===== config.mk =====
export PLATFORM = sky130hd
export DESIGN_NAME = seg_scan_driver
export DESIGN_NICKNAME = d
export VERILOG_FILES = /design/src/rtl/seg_scan_driver.sv
export SDC_FILE = /design/constraint.sdc
export NUM_CORES = 1
export LEC_CHECK = 0
export BUFFER_PORTS_ARGS = -buffer_cell sky130_fd_sc_hd__buf_4
export CAP_MARGIN = 40
export CORE_MARGIN = 5
export CORE_UTILIZATION = 45
export DETAILED_ROUTE_END_ITERATION = 12
export PLACE_DENSITY = 0.66
export SETUP_SLACK_MARGIN = 0.3
export SLEW_MARGIN = 5
export SYNTH_ARGS = -nofsm -noshare
export SYNTH_HDL_FRONTEND = slang
export SYNTH_SLANG_ARGS = --single-unit

===== constraint.sdc =====
create_clock -name clk -period 5.1 [get_ports clk]
set_input_delay 0.51 -clock clk [delete_from_list [all_inputs] [get_ports clk]]
set_output_delay 0.51 -clock clk [all_outputs]
set_load 0.01 [all_outputs]

===== src/rtl/seg_scan_driver.sv =====
// seg_scan_driver: 4-digit common-anode scanner with frame snapshot, guard time and PWM dimming.
// Optional win-blink sequence is built when SEG_WIN_BLINK_EN is defined.
module seg_scan_driver #(
    parameter int REFRESH_DIV  = 50000,
    parameter int GUARD        = 2,
    parameter int BLINK_DIV    = 25000000,
    parameter int BLINK_HALVES = 6
) (
    input  logic       clk,
    input  logic       rst,
    input  logic [7:0] seg_in_0,
    input  logic [7:0] seg_in_1,
    input  logic [7:0] seg_in_2,
    input  logic [7:0] seg_in_3,
    input  logic [3:0] digit_blank,
    input  logic [2:0] brightness,
    input  logic       win_event,
    output logic [7:0] seg_n,
    output logic [3:0] an_n,
    output logic [1:0] slot,
    output logic       blink_active
);
    localparam int CW = $clog2(REFRESH_DIV);

    typedef enum logic [1:0] {S_GUARD, S_ON, S_OFF} state_t;

    state_t        r_state, w_state_nxt;
    logic [CW-1:0] r_cnt;
    logic [1:0]    r_slot, r_on_slot;
    logic          r_first;
    logic [7:0]    r_shadow [4];
    logic [3:0]    r_blank;
    logic [2:0]    r_bright;
    logic [7:0]    r_pat;
    logic          w_wrap, w_frame, w_dark;
    logic [31:0]   w_on_time, w_cnt32;

    assign w_wrap    = r_cnt == CW'(REFRESH_DIV - 1);
    assign w_frame   = r_first || (w_wrap && r_slot == 2'd3);
    assign w_on_time = (32'(REFRESH_DIV - GUARD) * (32'(r_bright) + 32'd1)) >> 3;
    assign w_cnt32   = 32'(r_cnt);

    always_ff @(posedge clk or posedge rst) begin
        if (rst) begin
            r_cnt     <= '0;
            r_slot    <= '0;
            r_first   <= 1'b1;
            r_shadow  <= '{default: 8'h00};
            r_blank   <= '0;
            r_bright  <= 3'd7;
            r_state   <= S_GUARD;
            r_on_slot <= '0;
            r_pat     <= '0;
        end else begin
            r_cnt   <= w_wrap ? '0 : r_cnt + 1'b1;
            r_slot  <= w_wrap ? r_slot + 1'b1 : r_slot;
            r_first <= 1'b0;
            // Inputs are sampled only at frame boundaries so a frame never mixes old and new data
            if (w_frame) begin
                r_shadow <= '{seg_in_0, seg_in_1, seg_in_2, seg_in_3};
                r_blank  <= digit_blank;
                r_bright <= brightness;
            end
            r_state   <= w_state_nxt;
            r_on_slot <= r_slot;
            r_pat     <= r_shadow[r_slot];
        end
    end

    always_comb begin
        w_state_nxt = S_OFF;
        if (w_cnt32 < 32'(GUARD))
            w_state_nxt = S_GUARD;
        else if (w_cnt32 < 32'(GUARD) + w_on_time && !r_blank[r_slot] && !w_dark)
            w_state_nxt = S_ON;
    end

    assign an_n  = (r_state == S_ON) ? ~(4'b0001 << r_on_slot) : 4'hF;
    assign seg_n = (r_state == S_ON) ? ~r_pat : 8'hFF;
    assign slot  = r_slot;

`ifdef SEG_WIN_BLINK_EN
    localparam int BW = $clog2(BLINK_DIV);
    localparam int HW = $clog2(BLINK_HALVES + 1);

    logic [BW-1:0] r_bcnt;
    logic [HW-1:0] r_halves;
    logic          r_blink;
    logic          w_bwrap;

    assign w_bwrap = r_bcnt == BW'(BLINK_DIV - 1);

    always_ff @(posedge clk or posedge rst) begin
        if (rst) begin
            r_blink  <= 1'b0;
            r_bcnt   <= '0;
            r_halves <= '0;
        end else if (win_event) begin
            r_blink  <= 1'b1;
            r_bcnt   <= '0;
            r_halves <= '0;
        end else if (r_blink) begin
            r_bcnt <= w_bwrap ? '0 : r_bcnt + 1'b1;
            if (w_bwrap) begin
                r_halves <= r_halves + 1'b1;
                if (r_halves == HW'(BLINK_HALVES - 1))
                    r_blink <= 1'b0;
            end
        end
    end

    // The pulse itself darkens the next output so the dark half starts on the pulse cycle
    assign w_dark       = win_event || (r_blink && !r_halves[0]);
    assign blink_active = r_blink;
`else
    logic [31:0] w_unused_blink;

    assign w_unused_blink = 32'(BLINK_DIV + BLINK_HALVES) ^ {31'd0, win_event};
    assign w_dark         = 1'b0;
    assign blink_active   = 1'b0;
`endif
endmodule

; Yosys cells after proc, flatten, opt, wreduce, memory -nomap -nowiden
; Cells that the tools add are included.
[op_classes]
n_addsub = 4
mul = 1
n_lt_le_gt_ge = 4
n_eq_ne = 3
shift = 1
mux = 10
n_bitwise = 3
n_reduce_logical = 4
[op_table]
columns = cell, n
row1 = $mux 8, 3
row2 = $mul 15x4->19 const A, 1
row3 = $add 2x17->18 const A, 1
row4 = $lt 16x18->1, 1
row5 = $add 16x1->16 const B, 1
row6 = $bmux 8 s2, 1
row7 = $eq 16x16->1 const B, 1
row8 = $lt 16x2->1 const B, 1
row9 = $mux 16, 1
row10 = $not 8->8, 1
row11 = $add 3x1->4 const B, 1
row12 = $mux 2, 2
row13 = $mux 4, 1
row14 = $not 4->4, 1
row15 = $shl 1x2->4 const A, 1
row16 = $ge 3x3->1 const B, 1
row17 = $lt 2x3->1 const B, 1
row18 = $not 2->3, 1
row19 = $add 2x1->2 const B, 1
row20 = $bmux 1 s2, 1
row21 = $eq 2x1->1 const B, 1
row22 = $eq 2x2->1 const B, 1
row23 = $logic_and 1x1->1, 2
row24 = $logic_not 1->1, 1
row25 = other kinds (2), 2
[totals]
reg_bits = 70
out_inout_bits = 15
elab_cells = 42

; Longest topological paths before layout
[logic_depth]
ltp_word = 7
ltp_mapped = 22
depth_no_buf = 22

; Least setup slack after synthesis
; OpenSTA, ideal clock, no wires.
[synth_timing]
path_type = reg2reg
startpoint = register r_bright[0]
endpoint = register r_state[1]
setup_ps = 121
t_arrival_ps = 4772
required_time_ps = 4979
slack_ps = 207
stages_incl_launch_ff = 21
path_buffers = 0
path_cell_list = dfstp_2 -> inv_1 -> ha_1 -> fa_1 -> ha_1 -> inv_1 -> fa_1 -> nand2b_1 -> a21oi_1 -> o21ai_0 -> xor2_1 -> nor3_4 -> a41o_1 -> xor2_1 -> ha_1 -> a21o_1 -> a21oi_1 -> nor2_1 -> a2111oi_0 -> o31ai_1 -> and4b_1
[synth_via]
elab_chain_len = 7
[synth_rtl]
columns = item, line
row1 = from (decl), 33  ; logic [2:0] r_bright;
row2 = from (signal assigned), 62  ; r_bright <= brightness;
row3 = $add 3x1->4, 40  ; assign w_on_time = (32'(REFRESH_DIV - GUARD) * (32'(r_bright) + 32'd1)) >> 3;
row4 = $mul 15x4->19, 40
row5 = $add 2x17->18, 74  ; else if (w_cnt32 < 32'(GUARD) + w_on_time && !r_blank[r_slot] && !w_dark)
row6 = $lt 16x18->1, 74
row7 = $logic_and 1x1->1, 74
row8 = $mux 2, 74
row9 = $mux 2, 72  ; if (w_cnt32 < 32'(GUARD))
row10 = net w_state_nxt[1], 27  ; state_t r_state, w_state_nxt;
row11 = to (signal assigned), 64  ; r_state <= w_state_nxt;
row12 = to (decl), 27
; The timed path passes the listed nets, and every way through them passes these cells.
; A chain may end at the register's enable or synchronous reset.

; Worst setup path in the final report
; Ends and elaborated chain as after synthesis.

==> reports/results.tsv <==
stage	metric	value	unit
yosys	synth_top_flop_cell	dfrtp_1	
worst_setup_path	slowest_delay	0.59	ns
yosys	syn_avg_cell_area	11.71	µm²
timing	post-route-period-util	92.87	%
timing	rsz0062_at_grt	true	
clock_network	clock-sinks	70	
worst_setup_path	cp_slowest_cell	dfstp_2	
clock_network	ctsHoldBuffers	0	
worst_setup_path	path_delay_family	adder cells	
route	wl_per_cell	15.89	µm
clock_network	htreeDepth	3	
yosys	yosysUniqueCellTypes	57	
pwr	p_per_area	356.5	nW/µm²
min_path	min_path_type	primary input to asynchronous set/reset pin	
global_route	antenna_found_initial	0	
route	detail-route-antenna-nets	0	
yosys	yosys_register_bits	70	
route	drt_iter0_markers	179	
route	via_per_inst	5.169	
timing	slew_headroom	41.34	%
clock_network	cts_root_buf	clkbuf_8	
yosys	synth_warnings	0	
timing	fin_crit	4.736	ns
floorplan	start_util	46.16	%
clock_network	cts_tree	done	
timing	setup_viol	0	
pwr	power_frac_clock	25.5	%
floorplan	io_pins	57	
worst_setup_path	endpoint_kind	flop	
timing	maxSlewViolCount	0	
yosys	synth_async_sr_flop_share	100.0	%
yosys	yosys.area.top_type	dfrtp_1	
floorplan	die_h	107.6	µm
worst_setup_path	cp.required	5.33	ns
route	drtPass1Iterations	6	
global_route	grt_max_degree	58	
worst_setup_path	crit_path_max_fanout	4	
global_route	track_usage	16.92	%
flow_run	max_cap_violations	0	
yosys	synthCells	366	
global_route	grt_overflow	0	
worst_setup_path	cp-start-kind	flop	
floorplan	die_w	107.6	µm
pwr	p_comb_share	43.5	%
clock_network	clk_path_buf_depth	2	
timing	hold_viol	0	
placed_design	place_area	5011	µm²
yosys	yosysSeqAreaShare	40.99	%
pwr	swShare	33.29	%
worst_setup_path	cp_num_buf_inv	3	
route	vias	3060	
yosys	netlist_area	4285	µm²
layout	layout.nets	546	
route	routed_wl	9.409	mm
timing	max_freq	0.2111	GHz
pwr	leakagePower	2.579	nW
layout	fin_cells	592	
pwr	p_switching	0.6632	mW
worst_setup_path	crit_start	r_bright[0]	
timing	whs	0.1733	ns
worst_setup_path	critical_path.cell_chain	ha_4 > xor2_4 > buf_6 > fa_1 > ha_4 > inv_2 > fa_2 > buf_4 > xnor2_4 > nand3_1 > nand2b_1 > nor3_4 > a41o_1 > xor2_1 > ha_1 > a21o_1 > a21oi_2 > nor2_1 > a2111oi_2 > o31ai_2 > and4b_1	
placed_design	dpl.hpwl	6.945	mm
worst_setup_path	crit_arrival	4.97	ns
timing	worst_slew_pin_slew	0.8781	ns
worst_setup_path	crit_top_cell	ha_4	
global_route	grt_pass1_vias	3222	
floorplan	die-area	11570	µm²
timing	fin_skew	0.01237	ns
clock_network	cts_made_buffers	9	
floorplan	fp.coreArea	9284	µm²
timing	fin_tns_setup	0	ns
status	status	completed	
worst_setup_path	worst-setup-path-type	flop to flop	
placed_design	place_congestion	0.8161	
global_route	grt_pass1_wl	15.55	mm
layout	syn2layout_area_growth	30.42	%
placed_design	dp_cells	561	
pwr	irDropWorstVdd	0.0001869	V
clock_network	clkTransAtPathRegs	0.08	ns
route	drc	0	
placed_design	numPortBuffers	54	
pwr	power_frac_seq	31.0	%
yosys	synthDominantCellAreaShare	38.54	%
pwr	p_int	1.329	mW
worst_setup_path	worstReg2RegStart	r_bright[0]	
floorplan	rows	35	
yosys	synth_area_leaders	dfrtp_1 (39%), ha_1 (13%), mux2_2 (10%)	
layout	num_antenna_cells	0	
yosys	synth_edf_count	0	
layout	drive_gt1_share	43.63	%
clock_network	clk_latency	0.34	ns
layout	fin_area	5589	µm²
==> placed cells by master (no fill, tap or decap), types with 9 or more instances in the layout <==
master	Yosys	layout
nor2_1	17	17
xor2_1	15	13
buf_4	3	87
nand2_1	30	29
mux4_2	9	9
nand3_1	12	10
a21oi_1	14	9
dfrtp_1	66	66
clkbuf_8	0	9
ha_1	43	32
mux2_2	38	38
xnor2_1	15	14
inv_1	15	12
==> power by group through the flow <==
stage / Clock [mW] / Combinational (mW) / Sequential [mW]
3_5_place_dp: 0 / 0.675 / 0.628
5_1_grt: 0.550 / 0.956 / 0.623
6_report: 0.508 / 0.867 / 0.618
4_1_cts: 0.526 / 0.745 / 0.618
2_1_floorplan: 0 / 0.465 / 0.621
3_3_place_gp: 0 / 0.655 / 0.625
==> path summary, 6_finish.rpt <==
path / end / slack, ns / depth (start not counted)
setup reg to reg: r_state[1] / 0.36 / 21
min in group clk: r_shadow[16] / 0.38 / 2
hold reg to reg: r_shadow[16] / 0.49 / 1
hold / removal: r_cnt[11] / 0.17 / 3
max in group asynchronous: r_bright[2] / 4.35 / 4
setup / recovery: r_state[1] / 0.36 / 21
==> state kept, by name, indices dropped and copies added, names as in the netlist <==
register	cells
r_bright	3
slot	2
r_state	2
r_blank	4
r_cnt	16
r_pat	8
r_on_slot	2
r_shadow	32
r_first	1
==> tightest hold or removal path: stages <==
cell and delay (ns):
buf_4 0.11, inv_2 0.03, buf_4 0.23
==> through the flow <==
| stage | utilization [%] | setup WS, ns | power, mW |
|---|---|---|---|
| 2_1_floorplan | - | 0.3020 | 1.086 |
| 3_3_place_gp | 53.68 | 0.1441 | 1.280 |
| 3_5_place_dp | 53.98 | 0.03503 | 1.303 |
| 4_1_cts | 57.92 | 0.3436 | 1.889 |
| 5_1_grt | 60.20 | 0.1282 | 2.129 |
| 6_report | 60.20 | 0.3638 | 1.992 |
==> cell families after synthesis <==
group | count (synthesis) | share of synthesized area, %
compound gates | 49 | 8.409
xor+xnor | 32 | 7.066
fa+ha+maj | 46 | 13.96
buf+inv | 26 | 2.744
flops | 70 | 40.99
mux | 49 | 15.24
other cells | 1 | 0.08751
simple gates | 93 | 11.50
==> Yosys cell counts (3+ instances only) <==
library cell	number
dfrtp_1	66
ha_1	43
mux2_2	38
nand2_1	30
nor2_1	17
inv_1	15
xnor2_1	15
xor2_1	15
a21oi_1	14
nand3_1	12
mux4_2	9
o21ai_0	8
a21o_1	6
clkbuf_1	6
nand2b_1	5
and3_1	4
dfstp_2	4
a31oi_1	3
buf_4	3
fa_1	3
nand3b_1	3
nand4_1	3
nor4_1	3
or3_1	3
==> layer usage <==
metal	share of wire [%]	global-route usage, %	vias to the layer above	wire length, µm
met5	0	0	-	0
met4	1.6	4.689	0	146
met3	3.1	3.959	12	287
met2	51	28.55	42	4834
met1	44	21.77	1505	4141
li1	-	-	1501	-
==> timing repair <==
item                       in CTS  in global routing
pin swaps                      10                 14
resized for setup              15                 29
setup endpoints to repair       2                  2
setup buffers                   7                  8
==> layout make-up <==
type | count | area [µm²]
Clock buffer | 9 | 123.9
Tap cell | 129 | 161.4
Sequential cell | 70 | 1757
Clock inverter | 7 | 105.1
Timing Repair Buffer | 91 | 714.4
Fill cell | 760 | 3695
Inverter | 15 | 56.30
Multi-Input combinational cell | 271 | 2671
Power figures use the tool's default switching activity.
